**config.mk**
```make
export PLATFORM = sky130hd
export DESIGN_NAME = lcd_refresh_scheduler
export DESIGN_NICKNAME = d
export VERILOG_FILES = /design/src/rtl/lcd_pkg.sv /design/src/rtl/lcd_rr_pick.sv /design/src/rtl/lcd_refresh_scheduler.sv
export SDC_FILE = /design/constraint.sdc
export NUM_CORES = 1
export LEC_CHECK = 0
export CORE_UTILIZATION = 56
export CTS_BUF_LIST = sky130_fd_sc_hd__clkbuf_2
export CTS_CLUSTER_DIAMETER = 50
export CTS_CLUSTER_SIZE = 12
export DETAILED_ROUTE_END_ITERATION = 8
export HOLD_SLACK_MARGIN = 0.15
export PLACE_DENSITY = 0.76
export SLEW_MARGIN = 20
export SYNTH_ARGS = -nofsm -noshare
export SYNTH_HDL_FRONTEND = slang
export SYNTH_SLANG_ARGS = --single-unit
```
**constraint.sdc**
```tcl
create_clock -name i_clk -period 6.29 [get_ports i_clk]
set_clock_uncertainty 0.05 [all_clocks]
set_input_delay 0.629 -clock i_clk [delete_from_list [all_inputs] [get_ports i_clk]]
set_output_delay 0.629 -clock i_clk [all_outputs]
set_load 0.005 [all_outputs]
```
**src/rtl/lcd_pkg.sv**
```systemverilog
// Shared constants, scheduler state encoding and cell-to-DDRAM address mapping
// for the 2x16 character LCD refresh path.
package lcd_pkg;

  localparam int LCD_COLS  = 16;
  localparam int LCD_ROWS  = 2;
  localparam int LCD_CELLS = LCD_COLS * LCD_ROWS;
  localparam logic [7:0] LCD_BLANK     = 8'h20;
  localparam logic [7:0] LCD_ROW1_BASE = 8'h40;

  typedef enum logic [1:0] {
    ST_SCAN = 2'd0,
    ST_ACK  = 2'd1,
    ST_DONE = 2'd2
  } sched_state_t;

  // idx[4] selects the row, idx[3:0] the column.
  function automatic logic [7:0] idx2addr(input logic [4:0] idx);
    logic [7:0] base;
    base = idx[4] ? LCD_ROW1_BASE : 8'h00;
    return base | {4'h0, idx[3:0]};
  endfunction

endpackage

```
**src/rtl/lcd_rr_pick.sv**
```systemverilog
// Rotating priority encoder: returns the first set bit of i_dirty at or after
// i_ptr, wrapping from 31 back to 0.
module lcd_rr_pick
  import lcd_pkg::*;
(
  input  logic [31:0] i_dirty,
  input  logic [4:0]  i_ptr,
  output logic        o_valid,
  output logic [4:0]  o_idx
);

  logic [4:0] w_cand;

  // Walk offsets from farthest to nearest so the nearest dirty cell wins.
  always_comb begin
    o_valid = 1'b0;
    o_idx   = 5'd0;
    w_cand  = 5'd0;
    for (int i = LCD_CELLS - 1; i >= 0; i--) begin
      w_cand = i_ptr + 5'(i);
      if (i_dirty[w_cand]) begin
        o_valid = 1'b1;
        o_idx   = w_cand;
      end else begin
        o_valid = o_valid;
      end
    end
  end

endmodule

```
**src/rtl/lcd_refresh_scheduler.sv**
```systemverilog
// Shadow buffer + dirty tracking that drives a single-character LCD driver.
// Optional bulk clear port is enabled with the LCD_SCHED_CLEAR_EN macro.
module lcd_refresh_scheduler
  import lcd_pkg::*;
#(
  parameter int ACK_TIMEOUT = 15
) (
  input  logic       i_clk,
  input  logic       i_rst,
  input  logic       i_wr_en,
  input  logic [4:0] i_wr_idx,
  input  logic [7:0] i_wr_char,
`ifdef LCD_SCHED_CLEAR_EN
  input  logic       i_clear,
`endif
  input  logic       i_busy,
  output logic       o_start,
  output logic [7:0] o_address,
  output logic [7:0] o_character,
  output logic       o_idle,
  output logic       o_err
);

  logic [7:0]   r_buf [LCD_CELLS];
  logic [31:0]  r_dirty;
  logic [4:0]   r_ptr;
  logic [4:0]   r_issue_idx;
  logic [7:0]   r_timer;
  sched_state_t r_state;
  sched_state_t w_state_nxt;
  logic         r_start;
  logic         r_err;
  logic [7:0]   r_addr;
  logic [7:0]   r_char;

  logic         w_pick_valid;
  logic [4:0]   w_pick_idx;
  logic         w_issue;
  logic         w_timeout;
  logic         w_done;
  logic         w_clear;
  logic         w_wr_dirty;
  logic [31:0]  w_clr_mask;
  logic [31:0]  w_rearm_mask;
  logic [31:0]  w_wr_mask;
  logic [31:0]  w_dirty_nxt;

`ifdef LCD_SCHED_CLEAR_EN
  assign w_clear = i_clear;
`else
  assign w_clear = 1'b0;
`endif

  lcd_rr_pick u_pick (
    .i_dirty (r_dirty),
    .i_ptr   (r_ptr),
    .o_valid (w_pick_valid),
    .o_idx   (w_pick_idx)
  );

  // A write landing on the cell being issued keeps it dirty so the new value follows.
  assign w_wr_dirty   = i_wr_en && ((r_buf[i_wr_idx] != i_wr_char) ||
                                    (w_issue && (i_wr_idx == w_pick_idx)));
  assign w_clr_mask   = w_issue    ? (32'd1 << w_pick_idx)  : 32'd0;
  assign w_rearm_mask = w_timeout  ? (32'd1 << r_issue_idx) : 32'd0;
  assign w_wr_mask    = w_wr_dirty ? (32'd1 << i_wr_idx)    : 32'd0;
  assign w_dirty_nxt  = w_clear ? 32'hFFFF_FFFF
                                : ((r_dirty & ~w_clr_mask) | w_rearm_mask | w_wr_mask);

  // Next-state and transaction control decode.
  always_comb begin
    w_state_nxt = r_state;
    w_issue     = 1'b0;
    w_timeout   = 1'b0;
    w_done      = 1'b0;
    case (r_state)
      ST_SCAN: begin
        if (!i_busy && w_pick_valid) begin
          w_issue     = 1'b1;
          w_state_nxt = ST_ACK;
        end else begin
          w_state_nxt = ST_SCAN;
        end
      end
      ST_ACK: begin
        if (i_busy) begin
          w_state_nxt = ST_DONE;
        end else if (r_timer == 8'(ACK_TIMEOUT - 1)) begin
          w_timeout   = 1'b1;
          w_state_nxt = ST_SCAN;
        end else begin
          w_state_nxt = ST_ACK;
        end
      end
      ST_DONE: begin
        if (!i_busy) begin
          w_done      = 1'b1;
          w_state_nxt = ST_SCAN;
        end else begin
          w_state_nxt = ST_DONE;
        end
      end
      default: w_state_nxt = ST_SCAN;
    endcase
  end

  // State register.
  always_ff @(posedge i_clk or negedge i_rst) begin
    if (!i_rst) r_state <= ST_SCAN;
    else        r_state <= w_state_nxt;
  end

  // Shadow buffer and dirty vector.
  always_ff @(posedge i_clk or negedge i_rst) begin
    if (!i_rst) begin
      for (int i = 0; i < LCD_CELLS; i++) r_buf[i] <= LCD_BLANK;
      r_dirty <= 32'd0;
    end else begin
      if (w_clear) begin
        for (int i = 0; i < LCD_CELLS; i++) r_buf[i] <= LCD_BLANK;
      end else if (i_wr_en) begin
        r_buf[i_wr_idx] <= i_wr_char;
      end
      r_dirty <= w_dirty_nxt;
    end
  end

  // Scan pointer, issued index and acknowledge timer.
  always_ff @(posedge i_clk or negedge i_rst) begin
    if (!i_rst) begin
      r_ptr       <= 5'd0;
      r_issue_idx <= 5'd0;
      r_timer     <= 8'd0;
    end else begin
      if (w_done) r_ptr <= r_issue_idx + 5'd1;
      if (w_issue) begin
        r_issue_idx <= w_pick_idx;
        r_timer     <= 8'd0;
      end else if ((r_state == ST_ACK) && !i_busy) begin
        r_timer <= r_timer + 8'd1;
      end
    end
  end

  // Driver-facing outputs; address and character hold until the next issue.
  always_ff @(posedge i_clk or negedge i_rst) begin
    if (!i_rst) begin
      r_start <= 1'b0;
      r_err   <= 1'b0;
      r_addr  <= 8'h00;
      r_char  <= LCD_BLANK;
    end else begin
      r_start <= w_issue;
      r_err   <= w_timeout;
      if (w_issue) begin
        r_addr <= idx2addr(w_pick_idx);
        r_char <= r_buf[w_pick_idx];
      end
    end
  end

  assign o_start     = r_start;
  assign o_err       = r_err;
  assign o_address   = r_addr;
  assign o_character = r_char;
  assign o_idle      = (r_state == ST_SCAN) && (r_dirty == 32'd0);

endmodule

```
==> flow_metrics.env <==
export IMPL_nNetsFinal=2159
export IMPL_antenna_found_initial=2
export IMPL_path_cells="clkinv_1, ha_1, buf_4, mux4_2, mux4_2, mux2i_4, nand4_1, nor4_4, nor4bb_1, nand4b_1, nand3_4, buf_12, buf_12, mux2_2, o22ai_1, o31a_1, o211ai_1"
export IMPL_setup_tns_ps=0
export IMPL_crit_path_start_kind="flop"
export IMPL_status="complete, no violations"
export IMPL_routabilityCongestion=1.17
export IMPL_cp_slowest_cell="mux4_2"
export IMPL_fp_row_count=75
export IMPL_worst_slew_pin_slew_ps=1220
export IMPL_synth_edf_count=0
export IMPL_relSlewSlack=0.186
export IMPL_htree_levels=2
export IMPL_ys_seq_area_frac=0.329
export IMPL_yosys_area_top_type="dfrtp_1"
export IMPL_grt_max_degree=168
export IMPL_drive_gt1_frac=0.342
export IMPL_post_cts_setup_buffer_count=0
export IMPL_setup_viol=0
export IMPL_hold_viol=0
export IMPL_start_util=0.573
export IMPL_cp_startpoint="r_ptr[1]"
export IMPL_vias_per_cell=7.47
export IMPL_clk_pin_slew_ps=240
export IMPL_maxCapViolations=0
export IMPL_cp_slowest_stage_delay_ps=620
export IMPL_r2r_end="o_character[5]"
export IMPL_synth_ff_type="dfrtp_1"
export IMPL_portBuffers=32
export IMPL_stdcell_count=2718
export IMPL_fillers=3431
export IMPL_fin_crit_ps=6140
export IMPL_ant_nets=0
export IMPL_drcViolationCount=0
export IMPL_synth_top_area_frac=0.293
export IMPL_crit_path_end_kind="flop"
export IMPL_grt_pass1_wl_um=130000
export IMPL_reg2reg_depth=17
export IMPL_area_growth_pct=5.46
export IMPL_grt_overflow=0
export IMPL_cts_tree="yes"
export IMPL_groute_usage_overall=0.392
export IMPL_core_mm2=0.0424
export IMPL_drtPass1Iterations=8
export IMPL_die_height_um=210
export IMPL_setup_worst_path_class="flop to flop"
export IMPL_critPathMaxFanout=30
export IMPL_timing_final_crit_share=0.976
export IMPL_avgSynthCellArea_um2=11.4
export IMPL_totalWireLength_um=85400
export IMPL_fmax_mhz=163
export IMPL_numPlacedInstances=2661
export IMPL_ios=36
export IMPL_layout_commonest_cell="mux2_2"
export IMPL_cp_required_ps=7120
export IMPL_rsz0062_at_grt="no"
export IMPL_numCtsBuffers=34
export IMPL_syn_inst=2140
export IMPL_synth_distinct_cells=109
export IMPL_min_path_type="input port to async pin"
export IMPL_synthTopCellsByArea="dfrtp_1 (29%), mux2_2 (15%), mux4_2 (15%)"
export IMPL_drt_iter0_drc=2947
export IMPL_layout_common_cells="mux2_2 (318), dfrtp_1 (282), mux2i_1 (202)"
export IMPL_clock_sinks=318
export IMPL_die_width_um=210
export IMPL_yosys_warnings=0
export IMPL_slew_viol_final=0
export IMPL_dr_total_vias=20304
export IMPL_die_area_mm2=0.0442
export IMPL_holdWs_ps=198
export IMPL_wl_per_cell_um=31.4
export IMPL_rrSetupSlack_ps=150
export IMPL_clk_latency_ps=940
export IMPL_r2r_start="r_ptr[1]"
export IMPL_postSynth_asyncResetShare=1.00
export IMPL_cts_root_buf="clkbuf_2"
export IMPL_ys_seq_elements=318
export IMPL_clockBufferDepth=3
export IMPL_place_hpwl_um=61000
export IMPL_syn_area_mm2=0.0243
export IMPL_worstPathArrival_ps=6970
export IMPL_grt_pass1_vias=20284
## critical path: cells and delay by family, from the launching register on
kind	cells	cell delay [ps]
compound gates	3	640
fa+ha+maj	1	420
buf+inv	4	1100
flops	1	540
mux	4	1830
simple gates	5	1430
## sequential cells by signal (all words and copies together), names as in the netlist
register	cells
o_start	1
r_state	2
o_address	5
o_character	8
r_buf	256
r_ptr	5
o_err	1
r_dirty	32
r_timer	8
## metrics by stage
stage | worst slack [ps] | area (µm²) | util
after floorplan | 648 | 24300 | -
after global placement | 418 | 25300 | 0.596
after detailed placement | 260 | 25300 | 0.596
after CTS | 250 | 25600 | 0.603
after global routing | 24.7 | 25600 | 0.604
final | 150 | 25600 | 0.604
## routing by layer
metal | global-route usage | routed length, µm
met1 | 0.479 | 30000
met4 | 0.298 | 8060
met5 | 0 | 0
met3 | 0.0942 | 9040
met2 | 0.606 | 38300
## what timing repair did
| item | CTS | global route |
|---|---|---|
| endpoints found under the setup margin | 0 | 10 |
| hold buffers | 1 | 0 |
| gates resized for setup | 0 | 4 |
| endpoints found under the hold margin | 80 | 0 |
## cells by family after synthesis
| kind of cell | after synthesis | synth area share |
|---|---|---|
| flops | 318 | 0.329 |
| buf+inv | 230 | 0.0457 |
| mux | 690 | 0.384 |
| compound gates | 397 | 0.120 |
| fa+ha+maj | 21 | 0.0108 |
| simple gates | 429 | 0.0886 |
| xor+xnor | 54 | 0.0213 |
| other cells | 1 | 0.000154 |
## worst max path at each step
stage	slack, ps	end	cells after the start
after floorplan	650	o_character[6]	21
after global placement	420	o_character[7]	17
after detailed placement	260	o_character[0]	17
after CTS	250	o_character[4]	17
after global routing	20	o_character[5]	18
final	150	o_character[5]	17
## synthesized netlist by cell type (all sizes together), types with 6 or more instances
| cell | number |
|---|---|
| a32oi | 8 |
| dfrtp | 285 |
| o2111ai | 9 |
| o21ai | 76 |
| o31a | 7 |
| o221ai | 29 |
| a31oi | 15 |
| or2 | 8 |
| nor2b | 13 |
| nor4 | 18 |
| inv | 36 |
| xnor2 | 30 |
| a21o | 11 |
| nor2 | 90 |
| nand3b | 9 |
| a211oi | 12 |
| xor2 | 24 |
| nor3 | 22 |
| buf | 80 |
| ha | 21 |
| a21oi | 40 |
| o211ai | 16 |
| dfstp | 33 |
| nand2 | 134 |
| nand4 | 27 |
| clkbuf | 112 |
| nand2b | 11 |
| a22oi | 62 |
| o31ai | 16 |
| and3 | 10 |
| o22a | 8 |
| mux2i | 210 |
| and2 | 16 |
| mux4 | 157 |
| or3 | 10 |
| a21boi | 8 |
| o22ai | 18 |
| nand3 | 37 |
| mux2 | 323 |
| a22o | 9 |
| o21a | 6 |
## area by class of cell
type                       count  area (µm²)  share of cell area
sequential                   318        8010               0.312
clock buffer                  46         230             0.00898
antenna                        3        7.51            0.000293
multi-input combinational   1594       15300               0.596
timing repair buffer         135        1180              0.0462
clock inverter                 7        66.3             0.00259
tap                          577         722              0.0282
inverter                      38         143             0.00556
Power is not shown: default switching activity piles up to over one toggle a cycle in this logic, so the estimate is an artifact.
